$ cat src/rtl/filter_app_pkg.sv
// Shared types and constants for the filter application: screen sequencer
// states, screen mux encodings and the filter ID map used by the
// select-filter screen and the filter datapath.
package filter_app_pkg;

  typedef enum logic [1:0] {
    ST_PREVIEW = 2'd0,
    ST_SELECT  = 2'd1,
    ST_PROCESS = 2'd2,
    ST_RESULT  = 2'd3
  } app_state_t;

  localparam logic [1:0] SCREEN_PREVIEW = 2'd0;
  localparam logic [1:0] SCREEN_SELECT  = 2'd1;
  localparam logic [1:0] SCREEN_PROCESS = 2'd2;
  localparam logic [1:0] SCREEN_RESULT  = 2'd3;

  localparam int unsigned FILTER_ID_W  = 3;
  localparam int unsigned FILTER_COUNT = 6;

  localparam logic [FILTER_ID_W-1:0] FILTER_ID_GRAY    = 3'd0;
  localparam logic [FILTER_ID_W-1:0] FILTER_ID_BLUR    = 3'd1;
  localparam logic [FILTER_ID_W-1:0] FILTER_ID_SHARPEN = 3'd2;
  localparam logic [FILTER_ID_W-1:0] FILTER_ID_EDGE    = 3'd3;
  localparam logic [FILTER_ID_W-1:0] FILTER_ID_INVERT  = 3'd4;
  localparam logic [FILTER_ID_W-1:0] FILTER_ID_SEPIA   = 3'd5;

  // Screen shown on the pixel mux for a given sequencer state.
  function automatic logic [1:0] screen_of(app_state_t s);
    logic [1:0] scr;
    case (s)
      ST_SELECT:  scr = SCREEN_SELECT;
      ST_PROCESS: scr = SCREEN_PROCESS;
      ST_RESULT:  scr = SCREEN_RESULT;
      default:    scr = SCREEN_PREVIEW;
    endcase
    return scr;
  endfunction

endpackage

$ cat src/rtl/filter_app_controller_edge.sv
// Rising-edge detector for a debounced button level. The pulse is
// combinational from the live level, so the consumer acts on the same cycle.
module rising_edge_detect (
  input  logic clk_in,
  input  logic rst_n_in,
  input  logic level_in,
  output logic rise_out
);

  logic level_q;

  // Remember last cycle's level.
  always_ff @(posedge clk_in or negedge rst_n_in) begin
    if (!rst_n_in) level_q <= 1'b0;
    else           level_q <= level_in;
  end

  assign rise_out = level_in & ~level_q;

endmodule

$ cat src/rtl/filter_app_controller.sv
// Screen sequencer for the filter application: preview -> select -> process
// -> result, with gated navigation, filter ID latch, frame-aligned start
// pulse and frame-counted processing timeout.
module filter_app_controller
  import filter_app_pkg::*;
#(
  parameter int unsigned TIMEOUT_FRAMES = 120,
  parameter int unsigned NUM_FILTERS    = FILTER_COUNT
) (
  input  logic       clk_in,
  input  logic       rst_n_in,
  input  logic       center_in,
  input  logic       back_in,
  input  logic       left_in,
  input  logic       right_in,
  input  logic [2:0] filter_sel_in,
  input  logic       frame_start_in,
  input  logic       filter_done_in,
  output logic [1:0] screen_out,
  output logic       nav_left_out,
  output logic       nav_right_out,
  output logic       filter_start_out,
  output logic [2:0] filter_id_out,
  output logic       busy_out,
  output logic       timeout_err_out
);

  localparam int unsigned CNT_W = $clog2(TIMEOUT_FRAMES + 1);
  localparam logic [CNT_W-1:0] CNT_LAST = CNT_W'(TIMEOUT_FRAMES - 1);
  localparam logic [CNT_W-1:0] CNT_MAX  = CNT_W'(TIMEOUT_FRAMES);

  app_state_t       state, next_state;
  logic             center_rise, back_rise;
  logic             armed, started;
  logic [CNT_W-1:0] frame_cnt;
  logic [1:0]       pending_screen;
  logic             sel_valid, done_ok, timeout_hit, enter_process;

  rising_edge_detect u_center_edge (
    .clk_in   (clk_in),
    .rst_n_in (rst_n_in),
    .level_in (center_in),
    .rise_out (center_rise)
  );

  rising_edge_detect u_back_edge (
    .clk_in   (clk_in),
    .rst_n_in (rst_n_in),
    .level_in (back_in),
    .rise_out (back_rise)
  );

  // Next-state decode; back takes priority over center, done over timeout.
  always_comb begin
    next_state  = state;
    sel_valid   = 32'(filter_sel_in) < NUM_FILTERS;
    done_ok     = started & filter_done_in;
    timeout_hit = started & frame_start_in & (frame_cnt == CNT_LAST);
    case (state)
      ST_PREVIEW: if (center_rise && !back_rise) next_state = ST_SELECT;
      ST_SELECT: begin
        if (back_rise)                     next_state = ST_PREVIEW;
        else if (center_rise && sel_valid) next_state = ST_PROCESS;
      end
      ST_PROCESS: begin
        if (back_rise)        next_state = ST_PREVIEW;
        else if (done_ok)     next_state = ST_RESULT;
        else if (timeout_hit) next_state = ST_PREVIEW;
      end
      ST_RESULT: begin
        if (back_rise)        next_state = ST_SELECT;
        else if (center_rise) next_state = ST_PROCESS;
      end
      default:                next_state = ST_PREVIEW;
    endcase
    enter_process = (state != ST_PROCESS) && (next_state == ST_PROCESS);
  end

  // State register.
  always_ff @(posedge clk_in or negedge rst_n_in) begin
    if (!rst_n_in) state <= ST_PREVIEW;
    else           state <= next_state;
  end

  // Start arming and frame counting; the pulse is suppressed if PROCESS is
  // being left in the very cycle the arming frame arrives.
  always_ff @(posedge clk_in or negedge rst_n_in) begin
    if (!rst_n_in) begin
      armed            <= 1'b0;
      started          <= 1'b0;
      frame_cnt        <= '0;
      filter_start_out <= 1'b0;
    end else begin
      filter_start_out <= 1'b0;
      if (enter_process) begin
        armed     <= 1'b1;
        started   <= 1'b0;
        frame_cnt <= '0;
      end else if (state == ST_PROCESS && next_state == ST_PROCESS) begin
        if (armed && frame_start_in) begin
          armed            <= 1'b0;
          started          <= 1'b1;
          filter_start_out <= 1'b1;
        end else if (started && frame_start_in && frame_cnt != CNT_MAX) begin
          frame_cnt <= frame_cnt + 1'b1;
        end
      end else begin
        armed   <= 1'b0;
        started <= 1'b0;
      end
    end
  end

  // Filter ID latch and sticky timeout flag.
  always_ff @(posedge clk_in or negedge rst_n_in) begin
    if (!rst_n_in) begin
      filter_id_out   <= '0;
      timeout_err_out <= 1'b0;
    end else begin
      if (state == ST_SELECT && next_state == ST_PROCESS)
        filter_id_out <= filter_sel_in;
      if (enter_process)
        timeout_err_out <= 1'b0;
      else if (state == ST_PROCESS && next_state == ST_PREVIEW && timeout_hit && !back_rise)
        timeout_err_out <= 1'b1;
    end
  end

  // Status and gated navigation outputs, aligned with the state register.
  always_ff @(posedge clk_in or negedge rst_n_in) begin
    if (!rst_n_in) begin
      busy_out      <= 1'b0;
      nav_left_out  <= 1'b0;
      nav_right_out <= 1'b0;
    end else begin
      busy_out      <= (next_state == ST_PROCESS);
      nav_left_out  <= left_in  & (next_state == ST_SELECT);
      nav_right_out <= right_in & (next_state == ST_SELECT);
    end
  end

  // Screen mux select switches only on frame boundaries to avoid tearing.
  always_ff @(posedge clk_in or negedge rst_n_in) begin
    if (!rst_n_in) begin
      pending_screen <= SCREEN_PREVIEW;
      screen_out     <= SCREEN_PREVIEW;
    end else begin
      pending_screen <= screen_of(next_state);
      if (frame_start_in) screen_out <= pending_screen;
    end
  end

endmodule

$ cat config.mk
export PLATFORM = sky130hd
export DESIGN_NAME = filter_app_controller
export DESIGN_NICKNAME = d
export VERILOG_FILES = /design/src/rtl/filter_app_pkg.sv /design/src/rtl/filter_app_controller_edge.sv /design/src/rtl/filter_app_controller.sv
export SDC_FILE = /design/constraint.sdc
export NUM_CORES = 1
export LEC_CHECK = 0
export ABC_AREA = 0
export BUFFER_PORTS_ARGS = -buffer_cell sky130_fd_sc_hd__buf_2
export CORE_ASPECT_RATIO = 0.75
export CORE_MARGIN = 10
export CORE_UTILIZATION = 35
export DETAILED_ROUTE_END_ITERATION = 8
export GPL_ROUTABILITY_DRIVEN = 1
export PLACE_DENSITY = 0.66
export SYNTH_ARGS = -nofsm -noshare
export SYNTH_HDL_FRONTEND = slang
export SYNTH_HIERARCHICAL = 1
export SYNTH_SLANG_ARGS = --single-unit
$ cat constraint.sdc
create_clock -name clk_in -period 5.4 [get_ports clk_in]
set_clock_uncertainty 0.05 [all_clocks]
set_input_delay 0.54 -clock clk_in [delete_from_list [all_inputs] [get_ports clk_in]]
set_output_delay 0.54 -clock clk_in [all_outputs]
set_load 0.005 [all_outputs]
==> results of run 1 <==
[logic make-up (layout without fill, tap and decap cells)]
| kind of cell | after synthesis | count (layout) |
|---|---|---|
| simple gates | 39 | 39 |
| compound gates | 26 | 26 |
| flops | 24 | 24 |
| buf+inv | 12 | 32 |
| mux | 5 | 5 |
| fa+ha+maj | 2 | 2 |
[stage by stage]
| stage | total power [uW] | cell area, um2 |
|---|---|---|
| floorplan | 267 | 1170 |
| finish | 416 | 1350 |
| CTS | 421 | 1350 |
| global route | 446 | 1350 |
| detailed placement | 302 | 1290 |
| global placement | 298 | 1290 |
[worst max-delay path by stage]
| stage | end | slack (ns) | cells after the start |
|---|---|---|---|
| 2_1_floorplan | frame_cnt[1]$_DFFE_PN0P_ | 3.57 | 7 |
| 3_3_place_gp | frame_cnt[1]$_DFFE_PN0P_ | 3.01 | 7 |
| 3_5_place_dp | frame_cnt[6]$_DFFE_PN0P_ | 2.94 | 7 |
| 4_1_cts | frame_cnt[6]$_DFFE_PN0P_ | 3.07 | 6 |
| 5_1_grt | frame_cnt[6]$_DFFE_PN0P_ | 2.91 | 6 |
| 6_report | frame_cnt[6]$_DFFE_PN0P_ | 3.04 | 6 |
[synth_stat cells (all sizes together)]
master / number
dfrtp: 24
nor2: 11
o31ai: 10
inv: 8
a21oi: 6
mux2: 5
nand2: 5
buf: 4
nand2b: 3
nand3: 3
a21o: 2
and3: 2
ha: 2
nand4: 2
nor2b: 2
nor3: 2
o221ai: 2
or4: 2
a21boi: 1
a31oi: 1
and2: 1
and4b: 1
nand3b: 1
nand4b: 1
nor4bb: 1
o211ai: 1
o21ai: 1
o32ai: 1
o41ai: 1
or2: 1
or4b: 1
[worst max-delay path, stage by stage (launching register included)]
cell and delay, ns:
dfrtp_1 0.43, ha_1 0.24, nand4b_1 0.12, or4_4 0.55, o211ai_2 0.42, or2_1 0.32
o21ai_1 0.12
[layout by cell type (no fill, tap or decap), types with 2 or more instances in the layout]
cell type / netlist / final
nand2_1: 5 / 5
mux2_2: 5 / 5
ha_1: 2 / 2
nor2b_4: 2 / 2
a21o_1: 2 / 2
inv_1: 7 / 7
clkbuf_8: 0 / 4
o31ai_1: 10 / 10
o221ai_1: 2 / 2
buf_2: 1 / 20
nand3_1: 3 / 3
and3_1: 2 / 2
nand2b_1: 3 / 3
nor2_1: 11 / 11
a21oi_1: 5 / 5
nand4_1: 2 / 2
dfrtp_1: 24 / 24
nor3_1: 2 / 2
[power by group]
part	switching (uW)	internal, uW
registers	13.0	202
logic	44.7	36.9
clock network	53.9	65.0
[routing by layer]
layer / vias up / GRT usage [%] / share of wire, %
li1: 433 / - / -
met1: 440 / 11.8 / 45
met2: 37 / 11.5 / 43
met3: 5 / 4.40 / 11
met4: 0 / 2.87 / 1.1
met5: - / 0 / 0
[registers in the layout, summed over array words and instances (netlist names)]
name / cells
frame_cnt: 7
filter_id_out: 3
pending_screen: 2
screen_out: 2
armed: 1
busy_out: 1
filter_start_out: 1
nav_left_out: 1
nav_right_out: 1
started: 1
state: 1
timeout_err_out: 1
u_back_edge/level_q: 1
u_center_edge/level_q: 1
[cell type report]
cell class	count	area, um2	area share, %
Clock buffer	4	55.1	4.08
Inverter	8	30.0	2.23
Multi-Input combinational cell	72	513	38.0
Timing Repair Buffer	20	100	7.42
Sequential cell	24	601	44.5
Tap cell	40	50.0	3.71
==> results.cfg, run 1 <==
[synth]
netlist.top_cell.by_area = dfrtp_1
synth_adder_area_share_pct = 2.14
synth_compound_area_share_pct = 16.9
synth-xor-area-share_pct = 0
yosys_warnings = 6
avgSynthCellArea_um2 = 10.8
yosys.area_share.simple_pct = 20.0
synth_cells = 108
synth_top_family_by_area = simple AND/OR/NAND/NOR gates
synth_cell_type_count = 37
synth-seq-cells = 24
synth.net_count = 121
synth_top_area_share_pct = 51.3
synth_area_leaders = dfrtp_1 (51%), o31ai_1 (6.4%), mux2_2 (4.8%), nor2_1 (3.5%), nor2b_4 (2.4%)
synthMuxAreaShare_pct = 4.81
syn-cell-area_um2 = 1170
ys_seq_area_share_pct = 51.3

[clock_tree]
cts_root_buffer = clkbuf_8
tritoncts = built
htreeDepth = 1
cts_buffers = 3
clock_sink_count = 24
cts.path.max_buffers = 2
clk_latency_ns = 0.26
hold_buffers = 0
post_cts_buffers = 0
cts_resized = 0
clk_pin_slew_worst_paths_ns = 0.08

[worst_setup_path]
worstRegToRegCells = 6
cp.required_ns = 5.49
r2r_start = frame_cnt[0]$_DFFE_PN0P_
critPathCaptureType = flip-flop
cp-startpoint = frame_cnt[0]$_DFFE_PN0P_
r2r-end = frame_cnt[6]$_DFFE_PN0P_
cp.arrival_ns = 2.45
worstPathMaxFanout = 11
rrSetupSlack_ns = 3.04
critical_path_class = flip-flop to flip-flop
cp-start-kind = flip-flop

[final_layout]
layout-drive-gt1-share_pct = 28.1
antenna_cells = 0
area_delta_synth_final_pct = 15.2
finalNonFillerCells = 168
fin_util_pct = 41.6
nets = 142
nFillCells = 332

[detailed_routing]
ant_nets = 0
via_per_inst = 5.45
vias = 915
dr.pass1.iters = 4
first_iter_violations = 92
drt-total-wl_um = 2580
avgRoutedWirePerCell_um = 15.3
drc = 0

[sta]
setup_viol = 0
maxSlewHeadroom_pct = 41.6
finalSetupTns_ns = 0
holdWs_ns = 0.192
fin_crit_sh_pct = 43.7
fin_ws_ns = 3.04
rsz0062_at_grt = false
clock.fmax_ghz = 0.424
hold_viol = 0
fin_crit_ns = 2.36
slew_viol_final = 0
tightestPinTransition_ns = 0.876

[die]
die_x_um = 86.8
initial_core_util_pct = 36.1
fp.dieH_um = 70.1
core_um2 = 3240
ioPinCount = 21
die_area_um2 = 6080
rows = 18

[placement]
placedCellCount = 164
place_ws_ns = 2.94
place_congestion = 0.864
port_buffers = 20
place_hpwl_um = 1950

[pwr]
p_per_area_nw_per_um2 = 308
p_leak_uw = 0.000627
irDropWorstVdd_uv = 205

[hold_path]
hp-class = input port to async pin

[global_route]
antenna_found_initial = 0
grt_pass1_vias = 889
grt_max_degree = 25
globalRouteTotalUtil_pct = 8.74
grt_pass1_wl_um = 4330
grt_overflow = 0

[job]
maxCapViolCount = 0

[run_status]
status = complete, no violations
(Power assumes the default switching activity.)
==> run 2, diff against run 1 <==
- ABC_AREA: 0 -> 1
- PLACE_DENSITY: 0.66 -> 0.68
- clock period: 5.4 -> 2.1 ns (I/O delays scaled with it)
==> results.cfg, run 2 <==
[run_status]
status = complete, no violations

[die]
die_area_um2 = 6190
rows = 18
die_x_um = 87.6
ioPinCount = 21
fp.dieH_um = 70.7
core_um2 = 3290
initial_core_util_pct = 36.5

[placement]
port_buffers = 20
place_ws_ns = 0.499
place_congestion = 0.796
place_hpwl_um = 1810

[synth]
synth_compound_area_share_pct = 3.55
synth-xor-area-share_pct = 2.92
netlist.top_cell.by_area = dfrtp_1
synth-seq-cells = 24
synthMostInstantiatedCell = nand2_1
synth_edf_count = 0
synth.net_count = 152
yosys.area_share.simple_pct = 30.8
syn-cell-area_um2 = 1200
synth_adder_area_share_pct = 2.09
synth_cell_type_count = 23
synthTopCellsByCount = nand2_1 (32), dfrtp_1 (24), inv_1 (23), nor2_1 (15), nand3_1 (13)
yosys_warnings = 6
synth_top_family_by_area = simple AND/OR/NAND/NOR gates
synthMuxAreaShare_pct = 2.82
synth_flop_cell = dfrtp_1
synthArstFlopShare_pct = 100
synth_cells = 139
ys_seq_area_share_pct = 50.1
synth_top_area_share_pct = 50.1
synth_area_leaders = dfrtp_1 (50%), nand2_1 (10%), inv_1 (7.2%), nand3_1 (5.4%), nor2_1 (4.7%)
avgSynthCellArea_um2 = 8.63

[pwr]
p_leak_uw = 0.000806
irDropWorstVdd_uv = 441
p_per_area_nw_per_um2 = 986

[sta]
clock.fmax_ghz = 0.629
fin_crit_ns = 1.59
slew_viol_final = 0
hold_viol = 0
tightestPinTransition_ns = 0.526
fin_ws_ns = 0.511
finalSetupTns_ns = 0
maxSlewHeadroom_pct = 65.0
fin_crit_sh_pct = 75.7
rsz0062_at_grt = false
setup_viol = 0

[clock_tree]
cts.path.max_buffers = 2
clk_latency_ns = 0.26
post_cts_buffers = 0
tritoncts = built
clk_pin_slew_worst_paths_ns = 0.08
cts_buffers = 3
clock_sink_count = 24
htreeDepth = 1
cts_root_buffer = clkbuf_8

[final_layout]
final_cell_mix = nand2_1 (32), dfrtp_1 (24), inv_1 (23)
mostFrequentLayoutCell = nand2_1
area_delta_synth_final_pct = 17.9
top_register = frame_cnt
multi_input_area_um2 = 505
regArea_um2 = 601
reg.largest.list = frame_cnt (7), filter_id_out (3)
nFillCells = 332
nets = 178
layout-drive-gt1-share_pct = 26.2
largest_reg_flops = 7
antenna_cells = 0

[detailed_routing]
via_per_inst = 4.39
avgRoutedWirePerCell_um = 11.2
vias = 896
ant_nets = 0
drt-total-wl_um = 2280
dr.pass1.iters = 4
drc = 0
first_iter_violations = 48

[hold_path]
hold_depth = 1
hp-class = input port to flip-flop
min_to = u_center_edge/level_q$_DFF_PN0_
min_from = center_in

[global_route]
grt_pass1_vias = 931
grtUsageMet3_pct = 2.75
grt_pass1_wl_um = 4120
globalRouteTotalUtil_pct = 7.95
met1_usage_pct = 10.7
grt_max_degree = 25
grt_overflow = 0
use_met2_pct = 11.7
antenna_found_initial = 0
busiest_layer = met2

[worst_setup_path]
r2r_start = frame_cnt[0]$_DFFE_PN0P_
cpPeakStageDelay_ns = 0.42
worstPathMaxFanout = 6
cp.arrival_ns = 1.70
worstRegToRegCells = 9
cp.required_ns = 2.21
cp-start-kind = flip-flop
r2r-end = frame_cnt[6]$_DFFE_PN0P_
crit_path_top_delay_cell = dfrtp_1
critical_path_class = flip-flop to flip-flop
crit_chain = ha_1 -> nand2_1 -> nor2_1 -> nand3_1 -> nand2_1 -> nand2_2 -> nand3_1 -> nand3_1 -> nand2_1
rrSetupSlack_ns = 0.51
critPathCaptureType = flip-flop

[job]
maxCapViolCount = 0
-- run 2: changes by cell type in the layout (fill, tap and decap cells not counted), moves of 3 or more --
cell      delta
xor2_1       +3
nand3_1     +10
a21oi_1      -3
nor2_1       +4
nand2_1     +27
inv_1       +16
nand2b_1     -3
nand2_4      +3
o31ai_1     -10
nor2_2       +4
-- run 2: critical path, delay by kind of cell, from the launching register on --
| kind | cells | cell delay [ns] |
|---|---|---|
| AND/OR/NAND/NOR | 8 | 0.79 |
| flip-flops | 1 | 0.42 |
| adder cells (fa/ha/maj) | 1 | 0.22 |
-- run 2: layer usage --
layer  part of all wire [%]  wire, um
met1                     51      1170
met4                    1.2        27
met5                      0         0
met3                    5.5       126
met2                     42       960
-- run 2: repair_timing --
action | CTS | global route
resized for setup | 0 | 0
hold buffers | 1 | 0
hold endpoints to repair | 24 | 0
-- run 2: logic make-up (layout without fill, tap and decap cells) --
family,Yosys count,after routing
AND/OR/NAND/NOR,74,74
buffers and inverters,25,50
flip-flops,24,24
AO/OA/AOI/OAI,7,7
XOR/XNOR,4,4
multiplexers,3,3
adder cells (fa/ha/maj),2,2
-- run 2: layout make-up --
class	instances	share of cell area, %
inverter	25	6.63
multi-input combinational	90	35.7
timing repair buffer	21	7.78
clock buffer	4	3.89
tap	40	3.54
sequential	24	42.4
-- run 2: metrics by stage --
| stage | hold WS [ns] | std cells | total power (uW) | util, % | instance area, um2 |
|---|---|---|---|---|---|
| 5_1_grt | 0.00215 | 204 | 1510 | 43.0 | 1420 |
| 3_3_place_gp | 0.167 | 199 | 1100 | 41.1 | 1350 |
| 2_1_floorplan | -0.136 | 139 | 953 | - | 1200 |
| 4_1_cts | 0.00573 | 204 | 1410 | 43.0 | 1420 |
| 6_report | 0.0108 | 204 | 1390 | 43.0 | 1420 |
| 3_5_place_dp | 0.168 | 199 | 1100 | 41.1 | 1350 |
-- run 2: worst max-delay path by stage --
| stage | from | endpoint | slack, ns | cells after the start |
|---|---|---|---|---|
| after CTS | frame_cnt[0]$_DFFE_PN0P_ | frame_cnt[6]$_DFFE_PN0P_ | 0.49 | 9 |
| after floorplan | frame_cnt[0]$_DFFE_PN0P_ | frame_cnt[2]$_DFFE_PN0P_ | 0.70 | 9 |
| after detailed placement | frame_cnt[0]$_DFFE_PN0P_ | frame_cnt[6]$_DFFE_PN0P_ | 0.50 | 9 |
| final | frame_cnt[0]$_DFFE_PN0P_ | frame_cnt[6]$_DFFE_PN0P_ | 0.51 | 9 |
| after global routing | frame_cnt[0]$_DFFE_PN0P_ | frame_cnt[3]$_DFFE_PN0P_ | 0.29 | 11 |
| after global placement | frame_cnt[0]$_DFFE_PN0P_ | frame_cnt[4]$_DFFE_PN0P_ | 0.52 | 11 |
-- run 2: power by group --
group | internal, uW | leakage (uW) | switching [uW]
Clock | 167 | 0.0000288 | 143
Sequential | 575 | 0.000318 | 84.9
Combinational | 169 | 0.000459 | 256
==> run 3, diff against run 2 <==
- PLACE_DENSITY: 0.68 -> 0.66
- clock period: 2.1 -> 1.6 ns (I/O delays scaled with it)
==> results.cfg, run 3 (synthesis gave the netlist of run 2 again) <==
[worst_setup_path]
cpPeakStageDelay_ns = 0.41
cp.required_ns = 1.76
rrSetupSlack_ns = 0.04
cp.arrival_ns = 1.72
critical_path_class = flip-flop to flip-flop
cp_num_buf_inv = 1
critPathCaptureType = flip-flop
crit_path_top_delay_cell = dfrtp_1
worstPathMaxFanout = 5
cp-start-kind = flip-flop
r2r_start = frame_cnt[0]$_DFFE_PN0P_
crit_chain = ha_2 -> nand2_2 -> nor2_2 -> nand3_1 -> nand2_1 -> nand2_2 -> nand2_4 -> inv_4 -> nand2_4 -> nand2_1 -> nand2_1
worstRegToRegCells = 11
critPathTopFamily = simple AND/OR/NAND/NOR gates
crit_top_cell = nand2_1
r2r-end = frame_cnt[4]$_DFFE_PN0P_

[final_layout]
antenna_cells = 0
fin_area_um2 = 1540
mostFrequentLayoutCell = nand2_1
fin_util_pct = 46.9
top_register = frame_cnt
largest_reg_flops = 7
reg.largest.list = frame_cnt (7), filter_id_out (3)
layout-drive-gt1-share_pct = 34.7
nets = 190
area_delta_synth_final_pct = 28.5
final_cell_mix = nand2_1 (29), inv_1 (23), dfrtp_1 (23)

[detailed_routing]
dr.pass1.iters = 4
ant_nets = 0
via_per_inst = 4.49
avgRoutedWirePerCell_um = 11.9
drc = 0
vias = 969
drt-total-wl_um = 2560
first_iter_violations = 29

[sta]
hold_viol = 0
setup_viol = 0
tightestPinTransition_ns = 0.520
fin_crit_sh_pct = 97.6
fin_ws_ns = 0.0390
finalSetupTns_ns = 0
clock.fmax_ghz = 0.641
maxSlewHeadroom_pct = 65.4
fin_crit_ns = 1.56
slew_viol_final = 0
rsz0062_at_grt = true
holdWs_ns = 0.0401

[run_status]
status = complete, no violations

[global_route]
grt_max_degree = 25
antenna_found_initial = 0
globalRouteTotalUtil_pct = 8.11
grt_pass1_wl_um = 4120
grt_overflow = 0
grt_pass1_vias = 960

[clock_tree]
htreeDepth = 1
clk_pin_slew_worst_paths_ns = 0.08
cts.path.max_buffers = 2
clk_latency_ns = 0.27
tritoncts = built
clock_sink_count = 24
cts_buffers = 3
cts_root_buffer = clkbuf_8

[placement]
place_hpwl_um = 1960
port_buffers = 20
place_ws_ns = -0.0180
place_congestion = 0.876
placed_area_um2 = 1370

[die]
fp.dieH_um = 70.7
ioPinCount = 21
core_um2 = 3290
die_x_um = 87.6
die_area_um2 = 6190
initial_core_util_pct = 36.5
rows = 18

[pwr]
p_per_area_nw_per_um2 = 1270
p_leak_uw = 0.000865
irDropWorstVdd_uv = 627

[hold_path]
hold_depth = 3
min_from = right_in
hp-class = input port to flip-flop
min_to = nav_right_out$_DFF_PN0_

[job]
maxCapViolCount = 0
## run 3: metrics by stage
stage	std cells	total power, uW
finish	216	1960
global route	216	2100
CTS	210	1920
detailed placement	201	1470
global placement	201	1450
floorplan	139	1250
## run 3: layer usage
| layer | track usage (%) | wire, um | share of wire, % |
|---|---|---|---|
| met1 | 10.1 | 1210 | 47 |
| met2 | 12.6 | 1170 | 46 |
| met3 | 2.63 | 136 | 5.3 |
| met4 | 3.18 | 43 | 1.7 |
| met5 | 0 | 0 | 0 |
## run 3: layout make-up
| cell class | count | area, um2 |
|---|---|---|
| clock buffer | 4 | 55.1 |
| fill | 314 | 1750 |
| inverter | 25 | 96.3 |
| multi-input combinational | 90 | 533 |
| tap | 40 | 50.0 |
| sequential | 24 | 602 |
| timing repair buffer | 33 | 205 |
## run 3: repair_timing
| item | CTS | global route |
|---|---|---|
| gates cloned | 0 | 0 |
| hold buffers | 3 | 0 |
| buffers inserted | 2 | 6 |
| endpoints found under the setup margin | 6 | 11 |
| endpoints found under the hold margin | 26 | 0 |
| resized for setup | 3 | 8 |
| pin swaps | 1 | 10 |
## run 3: worst max path at each step
stage,endpoint,cells after the start,startpoint,slack (ns)
after global placement,frame_cnt[6]$_DFFE_PN0P_,9,frame_cnt[0]$_DFFE_PN0P_,0.03
final,frame_cnt[4]$_DFFE_PN0P_,11,frame_cnt[0]$_DFFE_PN0P_,0.04
after detailed placement,frame_cnt[4]$_DFFE_PN0P_,9,frame_cnt[0]$_DFFE_PN0P_,-0.02
after CTS,frame_cnt[4]$_DFFE_PN0P_,11,frame_cnt[0]$_DFFE_PN0P_,0.002
after global routing,frame_cnt[6]$_DFFE_PN0P_,11,frame_cnt[0]$_DFFE_PN0P_,-0.04
after floorplan,frame_cnt[2]$_DFFE_PN0P_,9,frame_cnt[0]$_DFFE_PN0P_,0.20
## run 3: worst register-to-register path: stages (launching register included)
cell	delay, ns
dfrtp_1	0.41
ha_2	0.22
nand2_2	0.06
nor2_2	0.10
nand3_1	0.07
nand2_1	0.10
nand2_2	0.10
nand2_4	0.14
inv_4	0.05
nand2_4	0.08
nand2_1	0.05
nand2_1	0.06
## run 3: where the power goes
part           internal [uW]  total [uW]  leakage, uW  switching, uW
Clock                    220         406    0.0000288            186
Sequential               756         865     0.000316            109
Combinational            301         691     0.000519            390
Total                   1280        1960     0.000865            685
